$ cat config.mk
export PLATFORM = sky130hd
export DESIGN_NAME = fp16_accum_ctrl
export DESIGN_NICKNAME = d
export VERILOG_FILES = /design/src/rtl/fp16_pkg.sv /design/src/rtl/fp16_partial_buf.sv /design/src/rtl/fp16_sum_res_pipe.sv /design/src/rtl/fp16_accum_ctrl.sv
export SDC_FILE = /design/constraint.sdc
export NUM_CORES = 1
export LEC_CHECK = 0
export BUFFER_PORTS_ARGS = -buffer_cell sky130_fd_sc_hd__buf_2
export CAP_MARGIN = 20
export CORE_AREA = 3 3 120 209
export CTS_BUF_LIST = sky130_fd_sc_hd__clkbuf_8 sky130_fd_sc_hd__clkbuf_16
export DETAILED_ROUTE_END_ITERATION = 10
export DIE_AREA = 0 0 123 212
export GPL_TIMING_DRIVEN = 0
export PLACE_DENSITY = 0.66
export REMOVE_ABC_BUFFERS = 1
export SETUP_SLACK_MARGIN = 0.05
export SYNTH_ARGS = -nofsm -noshare
export SYNTH_HDL_FRONTEND = slang
export SYNTH_SLANG_ARGS = --single-unit
$ cat constraint.sdc
create_clock -name clk -period 7.4 [get_ports clk]
set_input_delay 1.48 -clock clk [delete_from_list [all_inputs] [get_ports clk]]
set_output_delay 1.48 -clock clk [all_outputs]
set_load 0.02 [all_outputs]
$ cat src/rtl/fp16_pkg.sv
`default_nettype none
// ============================================================================
// Module  : fp16_pkg
// Purpose : Shared constants and types for the bfloat16 reduction controller.
//           Adder latency, the bfloat16 zero pattern, the controller's
//           state encoding and the partial-buffer depth.
// Revision: 1.0 - initial release
// ============================================================================
package fp16_pkg;

  typedef logic [15:0] bf16_t;

  localparam int    ADD_LAT   = 4;
  localparam bf16_t BF16_ZERO = 16'h0000;

  // The partial buffer never needs more slots than there can be adds in flight.
  localparam int BUF_DEPTH = ADD_LAT;
  localparam int CNT_W     = $clog2(ADD_LAT + 1);

  localparam logic [1:0] IDLE   = 2'd0;
  localparam logic [1:0] STREAM = 2'd1;
  localparam logic [1:0] REDUCE = 2'd2;

endpackage
`default_nettype wire

$ cat src/rtl/fp16_partial_buf.sv
`default_nettype none
// ============================================================================
// Module  : fp16_partial_buf
// Purpose : 4 x 16 FIFO holding partial sums that came back from the adder
//           while no operand slot was free. One push per cycle; pop of 0, 1
//           or 2 entries per cycle. Head and the entry behind it are both
//           visible so a pair can be popped in one cycle.
// Ports   : clk, rst        - clock, synchronous active-high reset
//           push_i          - write push_data_i at the tail
//           push_data_i     - partial sum to store
//           pop_cnt_i       - number of entries to remove from the head (0..2)
//           head_o, next_o  - oldest and second-oldest entries
//           count_o         - current occupancy (0..4)
// Revision: 1.0 - initial release
// ============================================================================
module fp16_partial_buf
  import fp16_pkg::*;
(
  input  logic             clk,
  input  logic             rst,
  input  logic             push_i,
  input  logic [15:0]      push_data_i,
  input  logic [1:0]       pop_cnt_i,
  output logic [15:0]      head_o,
  output logic [15:0]      next_o,
  output logic [CNT_W-1:0] count_o
);

  logic [15:0]      mem_q [BUF_DEPTH];
  logic [1:0]       rd_ptr_q;
  logic [1:0]       wr_ptr_q;
  logic [CNT_W-1:0] count_q;

  always_ff @(posedge clk) begin
    if (rst) begin
      rd_ptr_q <= 2'd0;
      wr_ptr_q <= 2'd0;
      count_q  <= '0;
      for (int i = 0; i < BUF_DEPTH; i++) mem_q[i] <= BF16_ZERO;
    end else begin
      if (push_i) begin
        mem_q[wr_ptr_q] <= push_data_i;
        wr_ptr_q        <= wr_ptr_q + 2'd1;
      end
      rd_ptr_q <= rd_ptr_q + pop_cnt_i;
      count_q  <= count_q + CNT_W'(push_i) - CNT_W'(pop_cnt_i);
    end
  end

  assign head_o  = mem_q[rd_ptr_q];
  assign next_o  = mem_q[rd_ptr_q + 2'd1];
  assign count_o = count_q;

endmodule
`default_nettype wire

$ cat src/rtl/fp16_sum_res_pipe.sv
`default_nettype none
// ============================================================================
// Module  : fp16_sum_res_pipe
// Purpose : 4-stage pipelined bfloat16 adder/subtractor.
//           Stage 1 aligns the smaller operand, stage 2 adds/subtracts the
//           mantissas, stage 3 normalises and rounds to nearest-even, stage 4
//           registers the result. Subnormal inputs and results flush to +0;
//           exponent overflow produces a signed infinity.
// Ports   : clk, rst  - clock, synchronous active-high reset
//           en        - issue x1 op x2 this cycle
//           add_sub   - 0: x1 + x2, 1: x1 - x2
//           x1, x2    - bfloat16 operands
//           y, ready  - result and its valid flag, four cycles after en
// Revision: 1.0 - initial release
// ============================================================================
module fp16_sum_res_pipe (
  input  logic        clk,
  input  logic        rst,
  input  logic        en,
  input  logic        add_sub,
  input  logic [15:0] x1,
  input  logic [15:0] x2,
  output logic [15:0] y,
  output logic        ready
);

  // ---------------- stage 1: swap and align ----------------
  logic        w_a_big;
  logic        w_sb;
  logic [7:0]  w_ma, w_mb, w_big_m, w_sml_m;
  logic [7:0]  w_big_e, w_sml_e, w_d;
  logic        w_big_s, w_sml_s;
  logic [23:0] w_shift;
  logic [10:0] w_sml_al;

  always_comb begin
    w_sb    = x2[15] ^ add_sub;
    w_ma    = (x1[14:7] != 8'd0) ? {1'b1, x1[6:0]} : 8'h00;
    w_mb    = (x2[14:7] != 8'd0) ? {1'b1, x2[6:0]} : 8'h00;
    w_a_big = (x1[14:0] >= x2[14:0]);
    w_big_s = w_a_big ? x1[15]   : w_sb;
    w_sml_s = w_a_big ? w_sb     : x1[15];
    w_big_e = w_a_big ? x1[14:7] : x2[14:7];
    w_sml_e = w_a_big ? x2[14:7] : x1[14:7];
    w_big_m = w_a_big ? w_ma     : w_mb;
    w_sml_m = w_a_big ? w_mb     : w_ma;
    w_d     = w_big_e - w_sml_e;
    w_shift = {w_sml_m, 16'h0000} >> w_d;
    // Keep guard and round bits, fold everything below into sticky.
    w_sml_al = {w_shift[23:14], |w_shift[13:0]};
  end

  logic        s1_v_q, s1_s_q, s1_sub_q;
  logic [7:0]  s1_e_q;
  logic [10:0] s1_ma_q, s1_mb_q;

  // ---------------- stage 2: mantissa add ----------------
  logic        s2_v_q, s2_s_q;
  logic [7:0]  s2_e_q;
  logic [11:0] s2_sum_q;

  // ---------------- stage 3: normalise and round ----------------
  logic [3:0]  w_lz;
  logic [10:0] w_n;
  logic [9:0]  w_en, w_eo;
  logic        w_zero, w_rup;
  logic [8:0]  w_m9;
  logic [15:0] w_res;

  always_comb begin
    w_lz = 4'd0;
    for (int i = 0; i < 11; i++) begin
      if (s2_sum_q[i]) w_lz = 4'(10 - i);
    end
    if (s2_sum_q[11]) begin
      w_n    = {s2_sum_q[11:2], s2_sum_q[1] | s2_sum_q[0]};
      w_en   = {2'b00, s2_e_q} + 10'd1;
      w_zero = 1'b0;
    end else begin
      w_n    = s2_sum_q[10:0] << w_lz;
      w_en   = {2'b00, s2_e_q} - {6'd0, w_lz};
      w_zero = (s2_sum_q == 12'd0) || ({2'b00, s2_e_q} <= {6'd0, w_lz});
    end
    w_rup = w_n[2] & (w_n[1] | w_n[0] | w_n[3]);
    w_m9  = {1'b0, w_n[10:3]} + {8'd0, w_rup};
    w_eo  = w_m9[8] ? (w_en + 10'd1) : w_en;
    if (w_zero)
      w_res = 16'h0000;
    else if (w_eo >= 10'd255)
      w_res = {s2_s_q, 8'hFF, 7'h00};
    else
      w_res = {s2_s_q, w_eo[7:0], (w_m9[8] ? 7'h00 : w_m9[6:0])};
  end

  logic        s3_v_q, s4_v_q;
  logic [15:0] s3_y_q, s4_y_q;

  always_ff @(posedge clk) begin
    if (rst) begin
      s1_v_q   <= 1'b0;
      s1_s_q   <= 1'b0;
      s1_sub_q <= 1'b0;
      s1_e_q   <= 8'd0;
      s1_ma_q  <= 11'd0;
      s1_mb_q  <= 11'd0;
      s2_v_q   <= 1'b0;
      s2_s_q   <= 1'b0;
      s2_e_q   <= 8'd0;
      s2_sum_q <= 12'd0;
      s3_v_q   <= 1'b0;
      s3_y_q   <= 16'h0000;
      s4_v_q   <= 1'b0;
      s4_y_q   <= 16'h0000;
    end else begin
      s1_v_q   <= en;
      s1_s_q   <= w_big_s;
      s1_sub_q <= w_big_s ^ w_sml_s;
      s1_e_q   <= w_big_e;
      s1_ma_q  <= {w_big_m, 3'b000};
      s1_mb_q  <= w_sml_al;
      s2_v_q   <= s1_v_q;
      s2_s_q   <= s1_s_q;
      s2_e_q   <= s1_e_q;
      s2_sum_q <= s1_sub_q ? ({1'b0, s1_ma_q} - {1'b0, s1_mb_q})
                           : ({1'b0, s1_ma_q} + {1'b0, s1_mb_q});
      s3_v_q   <= s2_v_q;
      s3_y_q   <= w_res;
      s4_v_q   <= s3_v_q;
      s4_y_q   <= s3_y_q;
    end
  end

  assign y     = s4_y_q;
  assign ready = s4_v_q;

endmodule
`default_nettype wire

$ cat src/rtl/fp16_accum_ctrl.sv
`default_nettype none
// ============================================================================
// Module  : fp16_accum_ctrl
// Purpose : Streaming bfloat16 vector-sum controller. Keeps up to four
//           partial sums circulating through one 4-cycle adder plus a small
//           hold buffer, then folds the partials into a single result.
// Ports   : clk, rst     - clock, synchronous active-high reset (adder too)
//           start_i      - begin a reduction (only looked at in IDLE)
//           len_i        - element count, captured with start_i
//           in_data_i    - bfloat16 element
//           in_valid_i   - element valid
//           in_ready_o   - element accepted when in_valid_i is also high
//           sum_o        - final sum, held until the next result
//           sum_valid_o  - one-cycle pulse when sum_o updates
//           busy_o       - high in every state except IDLE
// Revision: 1.0 - initial release
// ============================================================================
module fp16_accum_ctrl
  import fp16_pkg::*;
#(
  parameter int LEN_W = 8
) (
  input  logic             clk,
  input  logic             rst,
  input  logic             start_i,
  input  logic [LEN_W-1:0] len_i,
  input  logic [15:0]      in_data_i,
  input  logic             in_valid_i,
  output logic             in_ready_o,
  output logic [15:0]      sum_o,
  output logic             sum_valid_o,
  output logic             busy_o
);

  logic [1:0]       state_q, state_d;
  logic [LEN_W-1:0] len_q, len_d;
  logic [LEN_W-1:0] acc_cnt_q, acc_cnt_d;
  logic [CNT_W-1:0] infl_q, infl_d;
  logic [15:0]      sum_q, sum_d;
  logic             sum_valid_q, sum_valid_d;

  logic             w_ret;
  logic [15:0]      w_y;
  logic             w_issue;
  logic [15:0]      w_x1, w_x2;
  logic             w_push;
  logic [1:0]       w_pop_cnt;
  logic [15:0]      w_head, w_next;
  logic [CNT_W-1:0] w_held;

  always_comb begin
    state_d     = state_q;
    len_d       = len_q;
    acc_cnt_d   = acc_cnt_q;
    sum_d       = sum_q;
    sum_valid_d = 1'b0;
    w_issue     = 1'b0;
    w_x1        = BF16_ZERO;
    w_x2        = BF16_ZERO;
    w_push      = 1'b0;
    w_pop_cnt   = 2'd0;

    case (state_q)
      IDLE: begin
        if (start_i) begin
          if (len_i == '0) begin
            sum_d       = BF16_ZERO;
            sum_valid_d = 1'b1;
          end else begin
            len_d     = len_i;
            acc_cnt_d = '0;
            state_d   = STREAM;
          end
        end
      end

      STREAM: begin
        if (in_valid_i) begin
          // Each element is paired with the freshest partial available;
          // a returning result is preferred so it never needs buffering.
          w_issue = 1'b1;
          w_x1    = in_data_i;
          if (w_ret) begin
            w_x2 = w_y;
          end else if (w_held != '0) begin
            w_x2      = w_head;
            w_pop_cnt = 2'd1;
          end
          acc_cnt_d = acc_cnt_q + LEN_W'(1);
          if (acc_cnt_d == len_q) state_d = REDUCE;
        end else if (w_ret) begin
          w_push = 1'b1;
        end
      end

      REDUCE: begin
        if (w_ret && (infl_q == CNT_W'(1)) && (w_held == '0)) begin
          // Last partial standing: this is the answer.
          sum_d       = w_y;
          sum_valid_d = 1'b1;
          state_d     = IDLE;
        end else if (w_ret && (w_held != '0)) begin
          w_issue   = 1'b1;
          w_x1      = w_y;
          w_x2      = w_head;
          w_pop_cnt = 2'd1;
        end else if (w_held >= CNT_W'(2)) begin
          w_issue   = 1'b1;
          w_x1      = w_next;
          w_x2      = w_head;
          w_pop_cnt = 2'd2;
        end else if (w_ret) begin
          w_push = 1'b1;
        end
      end

      default: state_d = IDLE;
    endcase

    infl_d = infl_q + CNT_W'(w_issue) - CNT_W'(w_ret);
  end

  always_ff @(posedge clk) begin
    if (rst) begin
      state_q     <= IDLE;
      len_q       <= '0;
      acc_cnt_q   <= '0;
      infl_q      <= '0;
      sum_q       <= BF16_ZERO;
      sum_valid_q <= 1'b0;
    end else begin
      state_q     <= state_d;
      len_q       <= len_d;
      acc_cnt_q   <= acc_cnt_d;
      infl_q      <= infl_d;
      sum_q       <= sum_d;
      sum_valid_q <= sum_valid_d;
    end
  end

  fp16_sum_res_pipe u_add (
    .clk     (clk),
    .rst     (rst),
    .en      (w_issue),
    .add_sub (1'b0),
    .x1      (w_x1),
    .x2      (w_x2),
    .y       (w_y),
    .ready   (w_ret)
  );

  fp16_partial_buf u_buf (
    .clk         (clk),
    .rst         (rst),
    .push_i      (w_push),
    .push_data_i (w_y),
    .pop_cnt_i   (w_pop_cnt),
    .head_o      (w_head),
    .next_o      (w_next),
    .count_o     (w_held)
  );

  assign in_ready_o  = (state_q == STREAM);
  assign busy_o      = (state_q != IDLE);
  assign sum_o       = sum_q;
  assign sum_valid_o = sum_valid_q;

endmodule
`default_nettype wire
==> metrics.txt <==
run status finished, final reports clean; Nets 1354; Die Ht 212 um; Layout Cells excl Fill 1588; crit path to u_add.s1_mb_q[0]; flop-to-flop setup slack 0.52 ns; Max Clock Skew 0.01234 ns; Hold WC Path Type reg -> reg; Worst Reg-to-Reg Cells 18; Congestion Overflow GR 0; pre-CTS WS -1.114 ns; Initial DRC Count 655; layout cells sized above 1 0.1199; fin util 0.5454; VDD IR max 0.0002215 V; Final Hold Fails 0; period utilisation layout 0.9298; Yosys warning total 0; Synth Area per Inst 9.222 um2; DRC viols 0; Slew HR 0.3555; via count 9526; crit end category register; # rows 74; Post-synth top cells 152 x nor2_1, 131 x dfxtp_1, 104 x nand2_1; LEAKAGE 4.860 nW; Post-Syn Instances 1265; Pre-antenna DRT Iters 6; pwr/cell area 229.3 nW/um2; ys async rst share 0; clock root cell clkbuf_16; max frequency 145.3 MHz; CTS tree built; Clk Latency, worst-skew pair 0.46 ns; global-route wire length before repair 49570 um; Worst Setup Slack, final 0.5195 ns; Via density 5.999; Final ANT Viol Nets 0; worst reg2reg path startpoint state_q[0]; Reg area 4547 um2; setup tns final 0 ns; most common cell in the netlist nor2_1; H-tree depth 4; clock sinks 195; area of the multi-input gates 6616 um2; worst hold path depth 2; clock tree buffer depth 2; Startpoint Class register; Setup Viol. Count Final 0; RD Place Congestion 0.9094; FF+latch count, synth 195; Synth Cell Area 11670 um2; Core Region 23430 um2; Synth area leader dfxtp_1; DP HPWL 23600 um; RSZ-0062 raised after global routing false; Port Buf Inserts 46; vias in the first global route 9469; initial antenna violation count 0; Max Transition Viols Final 0; Total GRT Usage 0.2461; total CTS buffers 17; filler cell count 2159; Worst Path Arrival 7.20 ns; routed length per placed instance 19.40 um; total power 0.002930 W; synth top area cells dfxtp_1 22%, edfxtp_1 16%, mux4_2 5.8%; top cell type's share of synthesized area 0.2248; min cycle time layout 6.881 ns; slew at the pin closest to its max-slew limit 0.9609 ns; CP required 7.72 ns; Seq/Total Area, Yosys 0.3895; CP Launch Point state_q[0]; Boundary Pins 47; Synth Flop Type dfxtp_1; DP Cell Count 1553; Area Growth Syn to Fin 9.513%; crit path max fanout 28; largest net degree at the start of global routing 70; # diodes 0; CTS clock-pin slew for the worst setup and hold paths 0.08 ns; count of cell types in the netlist 86; Die Wd 123 um; Post-CTS Hold Fix Bufs 0; Initial Util 0.4980; reg2reg end u_add.s1_mb_q[0]; Die Footprint 26080 um2; MaxCap Viol Count 0; kind of critical path reg -> reg; WL final 30800 um; Post-synth EDFFs 64
-- worst min-delay path by stage --
| stage | startpoint | end | slack, ns |
|---|---|---|---|
| 2_1_floorplan | u_add.s2_s_q | u_add.s3_y_q[15] | 0.39 |
| 3_3_place_gp | u_add.s2_s_q | u_add.s3_y_q[15] | 0.41 |
| 3_5_place_dp | u_add.s2_s_q | u_add.s3_y_q[15] | 0.40 |
| 4_1_cts | u_add.s2_s_q | u_add.s3_y_q[15] | 0.42 |
| 5_1_grt | u_add.s2_s_q | u_add.s3_y_q[15] | 0.44 |
| 6_report | u_add.s2_s_q | u_add.s3_y_q[15] | 0.41 |
-- per-stage QoR --
stage / hold WS [ns] / instance area [um2]
floorplan: 0.3936 / 11370
global placement: 0.4058 / 11980
detailed placement: 0.4042 / 12100
CTS: 0.4156 / 12740
global route: 0.4401 / 12780
finish: 0.4132 / 12780
-- layout make-up --
class / instances / area share
Clock buffer: 17 / 0.03330
Clock inverter: 15 / 0.01498
Inverter: 65 / 0.01910
Multi-Input combinational cell: 937 / 0.5179
Sequential cell: 195 / 0.3559
Tap cell: 304 / 0.02977
Timing Repair Buffer: 55 / 0.02909
-- layer usage --
metal	vias to the layer above	track usage	share of wire
li1	4581	-	-
met1	4601	0.2651	0.37
met2	258	0.4536	0.55
met3	86	0.03088	0.034
met4	0	0.1415	0.053
met5	-	0	0
-- state kept, by name, summed over array words and instances (netlist names), 3 cells and up --
name / count
infl_q: 3
u_add.s2_e_q: 8
u_add.y: 16
acc_cnt_q: 8
u_add.s3_y_q: 16
u_add.s1_e_q: 8
u_buf.count_o: 3
len_q: 8
u_add.s1_ma_q: 8
sum_o: 16
u_add.s1_mb_q: 11
u_add.s2_sum_q: 12
u_buf.mem_q: 64
-- critical path: stages (launching register included) --
cell      delay [ns]
dfxtp_1         0.39
inv_1           0.10
ha_2            0.67
and2_1          0.38
and2_1          0.51
a221o_1         0.39
ha_1            0.37
nand2_1         0.16
o21ai_0         0.16
a211oi_2        0.37
o21a_2          0.59
mux2i_4         0.36
ha_1            0.20
a221oi_2        0.06
xnor2_2         0.53
clkinv_1        0.42
mux4_2          0.55
o311ai_1        0.39
a21oi_1         0.12
-- report_power, final --
part / leakage (nW) / switching (W) / total [W] / internal, W
Combinational: 2.85 / 0.000481 / 0.000762 / 0.000281
Sequential: 1.71 / 0.0000438 / 0.00120 / 0.00116
Clock: 0.305 / 0.000449 / 0.000965 / 0.000516
Total: 4.86 / 0.000974 / 0.00293 / 0.00196
-- cell families (layout without fill, tap and decap cells) --
kind of cell | after synthesis | after routing | share of synthesized area
simple gates | 488 | 488 | 0.2051
compound gates | 274 | 274 | 0.1617
flops | 195 | 195 | 0.3895
buf+inv | 133 | 152 | 0.04665
mux | 70 | 70 | 0.09792
fa+ha+maj | 55 | 55 | 0.06156
xor+xnor | 50 | 50 | 0.03754
-- cell usage in the layout (no fill, tap or decap), types with 31 or more instances in the layout --
cell type	n
o21ai_0	45
mux2i_1	32
edfxtp_1	64
inv_1	63
buf_2	45
ha_1	49
nor2b_1	40
and2_1	31
nor2_1	152
nand3_1	43
a21oi_1	73
xnor2_1	32
dfxtp_1	129
nand2_1	104
-- timing repair --
item,CTS,global route
endpoints found under the setup margin,10,6
setup buffers,0,2
pin swaps,0,1
gates resized for setup,3,2
Note: power is estimated with default switching activity, not from simulation.
